File: config.mk
export PLATFORM = sky130hd
export DESIGN_NAME = cv32e40p_apu_responder
export DESIGN_NICKNAME = d
export VERILOG_FILES = /design/src/rtl/cv32e40p_apu_core_pkg.sv /design/src/rtl/cv32e40p_apu_resp_div.sv /design/src/rtl/cv32e40p_apu_responder.sv
export SDC_FILE = /design/constraint.sdc
export NUM_CORES = 2
export LEC_CHECK = 0
export BUFFER_PORTS_ARGS = -buffer_cell sky130_fd_sc_hd__buf_2
export CORE_MARGIN = 2
export CORE_UTILIZATION = 44
export CTS_BUF_LIST = sky130_fd_sc_hd__clkbuf_16
export DETAILED_ROUTE_END_ITERATION = 8
export GPL_ROUTABILITY_DRIVEN = 0
export REMOVE_ABC_BUFFERS = 1
export SLEW_MARGIN = 20
export SYNTH_ARGS = -nofsm -noshare
export SYNTH_HDL_FRONTEND = slang
export SYNTH_SLANG_ARGS = --single-unit
File: constraint.sdc
create_clock -name clk -period 2.65 [get_ports clk]
set_input_delay 0.53 -clock clk [delete_from_list [all_inputs] [get_ports clk]]
set_output_delay 0.53 -clock clk [all_outputs]
set_load 0.005 [all_outputs]
File: src/rtl/cv32e40p_apu_core_pkg.sv
// -----------------------------------------------------------------------------
// cv32e40p_apu_core_pkg
// Shared types for the APU responder: opcode encoding, upstream flag bit
// positions and the divider FSM state encoding.
// -----------------------------------------------------------------------------
package cv32e40p_apu_core_pkg;

    localparam int APU_RESP_OP_W = 6;

    typedef enum logic [APU_RESP_OP_W-1:0] {
        APU_OP_ADD   = 6'd0,
        APU_OP_SUB   = 6'd1,
        APU_OP_MUL   = 6'd2,
        APU_OP_MULHU = 6'd3,
        APU_OP_MIN   = 6'd4,
        APU_OP_MAX   = 6'd5,
        APU_OP_DIV   = 6'd6,
        APU_OP_DIVU  = 6'd7,
        APU_OP_REM   = 6'd8,
        APU_OP_REMU  = 6'd9
    } apu_resp_op_e;

    // Bit positions inside apu_rflags_o
    localparam int APU_RFLAG_DZ  = 0;
    localparam int APU_RFLAG_ILL = 1;

    typedef enum logic [1:0] {
        ST_IDLE = 2'd0,
        ST_DIV  = 2'd1,
        ST_DONE = 2'd2
    } apu_resp_div_state_e;

    function automatic logic is_div_op(apu_resp_op_e op);
        return op inside {APU_OP_DIV, APU_OP_DIVU, APU_OP_REM, APU_OP_REMU};
    endfunction

endpackage

File: src/rtl/cv32e40p_apu_resp_div.sv
// -----------------------------------------------------------------------------
// cv32e40p_apu_resp_div
// Iterative restoring divider for DIV/DIVU/REM/REMU with RISC-V corner cases.
// start_i for one cycle in IDLE launches a divide; done_o pulses 33 cycles
// later with result_o/dz_o valid in that same cycle.
// Ports:
//   clk, rst_n     clock, asynchronous active-low reset
//   start_i        launch (only honoured in IDLE)
//   op_i           DIV/DIVU/REM/REMU
//   dividend_i     operand 0, divisor_i operand 1 (sampled with start_i)
//   busy_o         FSM not IDLE
//   done_o         result valid (DONE state)
//   result_o       quotient or remainder after sign fix-up
//   dz_o           divisor was zero
// -----------------------------------------------------------------------------
module cv32e40p_apu_resp_div
    import cv32e40p_apu_core_pkg::*;
(
    input  logic         clk,
    input  logic         rst_n,
    input  logic         start_i,
    input  apu_resp_op_e op_i,
    input  logic [31:0]  dividend_i,
    input  logic [31:0]  divisor_i,
    output logic         busy_o,
    output logic         done_o,
    output logic [31:0]  result_o,
    output logic         dz_o
);

    apu_resp_div_state_e state_q, state_d;
    logic [4:0]  cnt_q, cnt_d;
    logic [31:0] rem_q, rem_d;
    logic [31:0] quo_q, quo_d;
    logic [31:0] dvsr_q, dvsr_d;
    logic        neg_quo_q, neg_quo_d;
    logic        neg_rem_q, neg_rem_d;
    logic        is_rem_q, is_rem_d;
    logic        dz_q, dz_d;

    logic        signed_op, neg_a, neg_b;
    logic [32:0] trial;

    assign signed_op = (op_i == APU_OP_DIV) || (op_i == APU_OP_REM);
    assign neg_a     = signed_op & dividend_i[31];
    assign neg_b     = signed_op & divisor_i[31];

    // Partial remainder with the next dividend bit shifted in, minus divisor
    assign trial = {rem_q, quo_q[31]} - {1'b0, dvsr_q};

    always_comb begin
        // NOTE: every combinational output gets a default first so no path
        // leaves it unassigned; otherwise a latch is inferred.
        state_d   = state_q;
        cnt_d     = cnt_q;
        rem_d     = rem_q;
        quo_d     = quo_q;
        dvsr_d    = dvsr_q;
        neg_quo_d = neg_quo_q;
        neg_rem_d = neg_rem_q;
        is_rem_d  = is_rem_q;
        dz_d      = dz_q;

        case (state_q)
            ST_IDLE: begin
                if (start_i) begin
                    state_d   = ST_DIV;
                    cnt_d     = 5'd31;
                    rem_d     = '0;
                    quo_d     = neg_a ? -dividend_i : dividend_i;
                    dvsr_d    = neg_b ? -divisor_i  : divisor_i;
                    dz_d      = (divisor_i == '0);
                    // x/0 must return all ones regardless of dividend sign
                    neg_quo_d = (neg_a ^ neg_b) & (divisor_i != '0);
                    neg_rem_d = neg_a;
                    is_rem_d  = (op_i == APU_OP_REM) || (op_i == APU_OP_REMU);
                end
            end
            ST_DIV: begin
                rem_d = trial[32] ? {rem_q[30:0], quo_q[31]} : trial[31:0];
                quo_d = {quo_q[30:0], ~trial[32]};
                cnt_d = cnt_q - 5'd1;
                if (cnt_q == 5'd0) state_d = ST_DONE;
            end
            ST_DONE: state_d = ST_IDLE;
            default: state_d = ST_IDLE;
        endcase
    end

    always_ff @(posedge clk or negedge rst_n) begin
        // NOTE: sequential state is updated with non-blocking assignments so
        // every register samples pre-edge values regardless of block order.
        if (!rst_n) state_q <= ST_IDLE;
        else        state_q <= state_d;
    end

    // Datapath is always (re)loaded on start, so it carries no reset
    always_ff @(posedge clk) begin
        cnt_q     <= cnt_d;
        rem_q     <= rem_d;
        quo_q     <= quo_d;
        dvsr_q    <= dvsr_d;
        neg_quo_q <= neg_quo_d;
        neg_rem_q <= neg_rem_d;
        is_rem_q  <= is_rem_d;
        dz_q      <= dz_d;
    end

    assign busy_o   = (state_q != ST_IDLE);
    assign done_o   = (state_q == ST_DONE);
    assign dz_o     = dz_q;
    assign result_o = is_rem_q ? (neg_rem_q ? -rem_q : rem_q)
                               : (neg_quo_q ? -quo_q : quo_q);

endmodule

File: src/rtl/cv32e40p_apu_responder.sv
// -----------------------------------------------------------------------------
// cv32e40p_apu_responder
// Responder end of the APU interconnect. Pipelined integer ops (ADD, SUB, MUL,
// MULHU, MIN, MAX) return after PIPE_DEPTH cycles; the optional divider
// returns after 33 cycles. Responses come back in grant order with no
// backpressure; result/flags are zero whenever rvalid is low.
// Configuration macro: CV32E40P_APU_RESP_DIV_EN
//   defined   - iterative divider present for DIV/DIVU/REM/REMU
//   undefined - those opcodes are illegal (result 0, ILL flag, pipelined)
// Ports:
//   clk, rst_n        clock, asynchronous active-low reset
//   apu_req_i/gnt_o   request / grant, transfer when both high
//   apu_operands_i    operands, [0] and [1] used
//   apu_op_i          opcode (apu_resp_op_e)
//   apu_flags_i       downstream flags, ignored
//   apu_rvalid_o      one-cycle result pulse per request
//   apu_result_o      result, apu_rflags_o: bit0 div-by-zero, bit1 illegal op
//   busy_o            any operation in flight
// -----------------------------------------------------------------------------
module cv32e40p_apu_responder
    import cv32e40p_apu_core_pkg::*;
#(
    parameter int APU_NARGS_CPU    = 3,
    parameter int APU_WOP_CPU      = 6,
    parameter int APU_NDSFLAGS_CPU = 15,
    parameter int APU_NUSFLAGS_CPU = 5,
    parameter int PIPE_DEPTH       = 2
) (
    input  logic                        clk,
    input  logic                        rst_n,
    input  logic                        apu_req_i,
    output logic                        apu_gnt_o,
    input  logic [31:0]                 apu_operands_i [APU_NARGS_CPU],
    input  logic [APU_WOP_CPU-1:0]      apu_op_i,
    input  logic [APU_NDSFLAGS_CPU-1:0] apu_flags_i,
    output logic                        apu_rvalid_o,
    output logic [31:0]                 apu_result_o,
    output logic [APU_NUSFLAGS_CPU-1:0] apu_rflags_o,
    output logic                        busy_o
);

    localparam int LAST = PIPE_DEPTH - 1;

    apu_resp_op_e op;
    logic         op_hi_zero;
    logic         is_div;
    logic         xfer, pipe_xfer;
    logic [31:0]  op_a, op_b;
    logic [63:0]  prod;
    logic [31:0]  pipe_res;
    logic         pipe_ill;
    logic         pipe_hold;

    logic [PIPE_DEPTH-1:0] valid_q;
    logic [PIPE_DEPTH-1:0] ill_q;
    logic [31:0]           res_q [PIPE_DEPTH];

    logic        div_busy, div_done, div_dz;
    logic [31:0] div_res;
    logic        unused_inputs;

    assign op         = apu_resp_op_e'(apu_op_i[APU_RESP_OP_W-1:0]);
    assign op_hi_zero = ((apu_op_i >> APU_RESP_OP_W) == '0);
    assign op_a       = apu_operands_i[0];
    assign op_b       = apu_operands_i[1];
    assign prod       = {32'd0, op_a} * {32'd0, op_b};

    // Any entry that will still be in the pipeline next cycle; the last stage
    // drains this cycle, so a divide granted now cannot collide with it.
    always_comb begin
        pipe_hold = 1'b0;
        for (int i = 0; i < LAST; i++) pipe_hold |= valid_q[i];
    end

`ifdef CV32E40P_APU_RESP_DIV_EN
    assign is_div    = op_hi_zero & is_div_op(op);
    assign apu_gnt_o = apu_req_i & ~div_busy & (~is_div | ~pipe_hold);

    cv32e40p_apu_resp_div u_div (
        .clk        (clk),
        .rst_n      (rst_n),
        .start_i    (xfer & is_div),
        .op_i       (op),
        .dividend_i (op_a),
        .divisor_i  (op_b),
        .busy_o     (div_busy),
        .done_o     (div_done),
        .result_o   (div_res),
        .dz_o       (div_dz)
    );
`else
    assign is_div    = 1'b0;
    assign apu_gnt_o = apu_req_i;
    assign div_busy  = 1'b0;
    assign div_done  = 1'b0;
    assign div_res   = '0;
    assign div_dz    = 1'b0;
`endif

    assign xfer      = apu_req_i & apu_gnt_o;
    assign pipe_xfer = xfer & ~is_div;

    // Result computed in the transfer cycle; stages only delay it
    always_comb begin
        pipe_res = '0;
        pipe_ill = 1'b0;
        case (op)
            APU_OP_ADD:   pipe_res = op_a + op_b;
            APU_OP_SUB:   pipe_res = op_a - op_b;
            APU_OP_MUL:   pipe_res = prod[31:0];
            APU_OP_MULHU: pipe_res = prod[63:32];
            APU_OP_MIN:   pipe_res = ($signed(op_a) < $signed(op_b)) ? op_a : op_b;
            APU_OP_MAX:   pipe_res = ($signed(op_a) > $signed(op_b)) ? op_a : op_b;
            default:      pipe_ill = 1'b1;
        endcase
        if (!op_hi_zero) begin
            pipe_res = '0;
            pipe_ill = 1'b1;
        end
    end

    always_ff @(posedge clk or negedge rst_n) begin
        if (!rst_n) begin
            valid_q <= '0;
        end else begin
            valid_q[0] <= pipe_xfer;
            for (int i = 1; i < PIPE_DEPTH; i++) valid_q[i] <= valid_q[i-1];
        end
    end

    // NOTE: only the valid bits need reset; payload stages are qualified by
    // them, and leaving storage unreset keeps it out of the reset tree.
    always_ff @(posedge clk) begin
        res_q[0] <= pipe_res;
        ill_q[0] <= pipe_ill;
        for (int i = 1; i < PIPE_DEPTH; i++) begin
            res_q[i] <= res_q[i-1];
            ill_q[i] <= ill_q[i-1];
        end
    end

    // Grant gating guarantees the two sources never complete together
    always_comb begin
        apu_rvalid_o = valid_q[LAST] | div_done;
        apu_result_o = '0;
        apu_rflags_o = '0;
        if (valid_q[LAST]) begin
            apu_result_o                = res_q[LAST];
            apu_rflags_o[APU_RFLAG_ILL] = ill_q[LAST];
        end else if (div_done) begin
            apu_result_o               = div_res;
            apu_rflags_o[APU_RFLAG_DZ] = div_dz;
        end
    end

    assign busy_o = (|valid_q) | div_busy;

    always_comb begin
        unused_inputs = ^apu_flags_i;
        for (int i = 2; i < APU_NARGS_CPU; i++) unused_inputs ^= ^apu_operands_i[i];
    end

endmodule

======== After elaboration in Yosys (flattened, before gate mapping) ========
Memories as Yosys holds them, arrays and structs flattened.
Cells that the tools add are included.
word-level totals
  bits in registers ....................... 4
  RAM bits ................................ 64
  input bits .............................. 120
  memories ................................ 1
operators by class
  add/subtract/negate cells ............... 2
  multipliers ............................. 1
  $lt $le $gt $ge ......................... 2
  eq/ne operators ......................... 5
  mux-type cells .......................... 6
  reduce and logical (&&, ||, !) cells .... 3
memory list
  memory  words  width  read ports  clocked after Yosys merged registers in  write ports  RTL line                      RTL
  res_q   2      32     2           0                                        2            cv32e40p_apu_responder.sv:56  logic [31:0] res_q [PIPE_DEPTH];
operator list
  operator                                       number
  one-hot mux 32 bit (6 select lines)            1
  2-to-1 mux 32 bit                              3
  multiplier 32 x 32 -> 64 bit                   1
  adder 32 bit                                   1
  greater-than comparator 32 bit                 1
  less-than comparator 32 bit                    1
  subtractor 32 bit                              1
  == test 6 x 2 -> 1 bit, second input constant  2
  == test 6 x 3 -> 1 bit, second input constant  2
  == test 6 x 1 -> 1 bit, second input constant  1
  zero test 6 bit                                1
  OR reduction 6 bit                             1
  2-to-1 mux 1 bit                               2
  OR reduction 2 bit                             1

======== Logic depth before layout (Yosys ltp) ========
  depth in word-level cells ............... 3
  mapped depth ............................ 28

======== Worst setup path before layout ========
No wires, ideal clock.
  path type ............................... input-to-reg
  start ................................... input port apu_operands_i[74] in the netlist's numbering
  end ..................................... memory res_q[0][27]
  arrival time ............................ 7546 ps
  slack ................................... -5016 ps
  stages on the path ...................... 26
  path buffers ............................ 2
  path through ............................ clkbuf_1 -> and2_1 -> fa_1 -> inv_1 -> fa_1 -> inv_1 -> fa_1 -> inv_1 -> fa_1 -> inv_1 -> fa_1 -> fa_1 -> fa_1 -> fa_1 -> ha_1 -> clkbuf_1 -> nand4_1 -> nor3_1 -> nand4_1 -> a211o_1 -> a31o_2 -> a2111oi_0 -> nor2_1 -> o21ai_0 -> xor2_1 -> a211o_1
RTL lines
  what                RTL line                      RTL
  start: declaration  cv32e40p_apu_responder.sv:33  input logic [31:0] apu_operands_i [APU_NARGS_CPU],
  end: declaration    cv32e40p_apu_responder.sv:56

==> reports/results.tsv <==
metric	value	unit
fmax	134	MHz
drv_cap	0	
tritoncts	built	
worstRegToRegCells	0	
path_depth	25	
timing.final.crit_share	282	%
io_pins	160	
slowest_stage	fa_1	
vias	34300	
yosys.area.top_type	fa_1	
rows	110	
ant_nets	0	
ys.warnings.count	0	
cp_common_cell	fa_1	
cp-start-kind	primary input	
drv_slew	0	
grt_max_degree	46	
grt_pass1_vias	36300	
wl_per_cell	21.5	µm
critPathMaxStageDelay	590	ps
synth_common_cells	inv_1 (933), fa_1 (898), and2_1 (579)	
finalHoldViolCount	0	
initial_core_util	44.3	%
path_clk_slew	60	ps
worst_pin_slew	919	ps
ys.flop_type	dfxtp_1	
drc	0	
cts_max_path_buffers	2	
worst_slew_margin_rel	38.0	%
antenna_found_initial	3	
async_reset_ff_share	2.94	%
layout-drive-gt1-share	22.1	%
synth-seq-cells	68	
crit_family	adder cells	
required	2920	ps
cts_root_buf	clkbuf_16	
skew	10.7	ps
synth.distinct_cells	75	
numClockSinks	68	
clkLatencyLatePin	340	ps
path_class	in -> reg	
end_kind	register	
syn_inst	4556	
worst_slack	-4810	ps
hold_depth	1	
cp.buffers_inverters	5	
via_per_inst	5.35	
firstDrtPassIters	6	
grt_pass1_wl	213000	µm
fp.dieArea	92700	µm²
rsz0062_at_grt	yes	
drtIter0Drc	2603	
finalCriticalPeriod	7460	ps
synth_edf_count	0	
syn-cell-area	39700	µm²
synth_area_per_cell	8.72	µm²
grt-ovfl-total	0	
status	finished, violations left	
worst-path-max-fanout	7	
synth.most_common_cell	inv_1	
ys_seq_area_share	3.45	%
core	89700	µm²
setup_viol	32	
hp-class	in -> reg	
synth_top_area_share	45.3	%
die_w	304	µm
violations	setup timing	
syn_to_final_growth	24.3	%
die_y	304	µm
fin_nets	6576	
io_buffers	108	
cp_data_arrival_time	7740	ps
drt_wl_total	138000	µm
synthTopCellsByArea	fa_1 (45%), ha_1 (10%), and2_1 (9.1%), inv_1 (8.8%), nand2_1 (4.8%)	
grt.total_usage	30.0	%
holdWs	315	ps
dp_hpwl	119000	µm
htree_levels	3	
n_antenna_cell	0	
cts_buffers	9	
-- flip-flops by register name, indices dropped and copies added, names as in the netlist --
| name | flops |
|---|---|
| valid_q | 2 |
| res_q | 64 |
| ill_q | 2 |
-- per-layer routing --
| metal | up-vias | GRT usage, % | share of wire, % |
|---|---|---|---|
| met1 | 17600 | 40.5 | 41 |
| met4 | 0 | 10.7 | 4.4 |
| met5 | - | 0 | 0 |
| li1 | 15200 | - | - |
| met3 | 251 | 3.04 | 6.9 |
| met2 | 1303 | 50.4 | 48 |
-- final cells by class --
type,count,area [µm²]
multi-input cells,3279,34900
clock inverters,7,82.6
inverters,935,3510
flip-flops and latches,68,1370
repair buffers,938,7820
well taps,1176,1470
clock buffers,9,225
fillers,8211,40400
-- stage by stage --
stage | area, µm² | TNS (ps) | setup slack (ps) | cells | utilization [%]
2_1_floorplan | 38700 | -134220 | -4740 | 4282 | -
3_3_place_gp | 46900 | -168900 | -5740 | 6353 | 52.2
3_5_place_dp | 46900 | -170270 | -5780 | 6353 | 52.2
4_1_cts | 48600 | -146890 | -4800 | 6397 | 54.1
5_1_grt | 49400 | -152370 | -4970 | 6412 | 55.0
6_report | 49400 | -146320 | -4810 | 6412 | 55.0
-- logic make-up (layout without fill, tap and decap cells) --
group	Yosys count	in the layout	share of synthesized area (%)
buffers and inverters	1212	1889	11.5
other	1	4	0.00944
AND/OR/NAND/NOR	1424	1424	18.2
AO/OA/AOI/OAI	493	493	8.12
flip-flops	68	68	3.45
XOR/XNOR	84	84	1.85
multiplexers	49	49	1.26
adder cells (fa/ha/maj)	1225	1225	55.6
-- cells in the final DEF (no fill, tap or decap), drive strengths merged, types with 29 or more instances in the layout --
master,netlist,routed
nand3,32,32
mux2i,43,43
nand4,30,30
fa,898,898
and2,579,579
xnor2,55,55
nor3,39,39
xor2,29,29
nor2,144,144
a21oi,156,156
ha,327,327
dfxtp,66,66
buf,16,931
o21ai,81,81
a21o,39,39
inv,933,937
nand2,512,512
-- timing repair --
| item | CTS | global route |
|---|---|---|
| gates resized for setup | 305 | 148 |
| gates cloned | 0 | 1 |
| setup buffers | 28 | 18 |
| hold endpoints to repair | 2 | 0 |
| pin swaps | 99 | 108 |
| endpoints found under the setup margin | 32 | 32 |
| hold buffers | 1 | 0 |
-- final timing paths --
path                            slack [ps]                from           end
worst max-delay path                 -4810  apu_operands_i[73]  res_q[0][17]
worst min-delay path                   310           apu_req_i    valid_q[0]
worst max register to register        2170          valid_q[0]    valid_q[1]
worst min register to register         310        res_q[0][20]  res_q[0][52]
max in group asynchronous             2030               rst_n    valid_q[0]
min in group asynchronous              510               rst_n    valid_q[1]
Power is not shown: default switching activity piles up to over one toggle a cycle in this logic, so the estimate is an artifact.
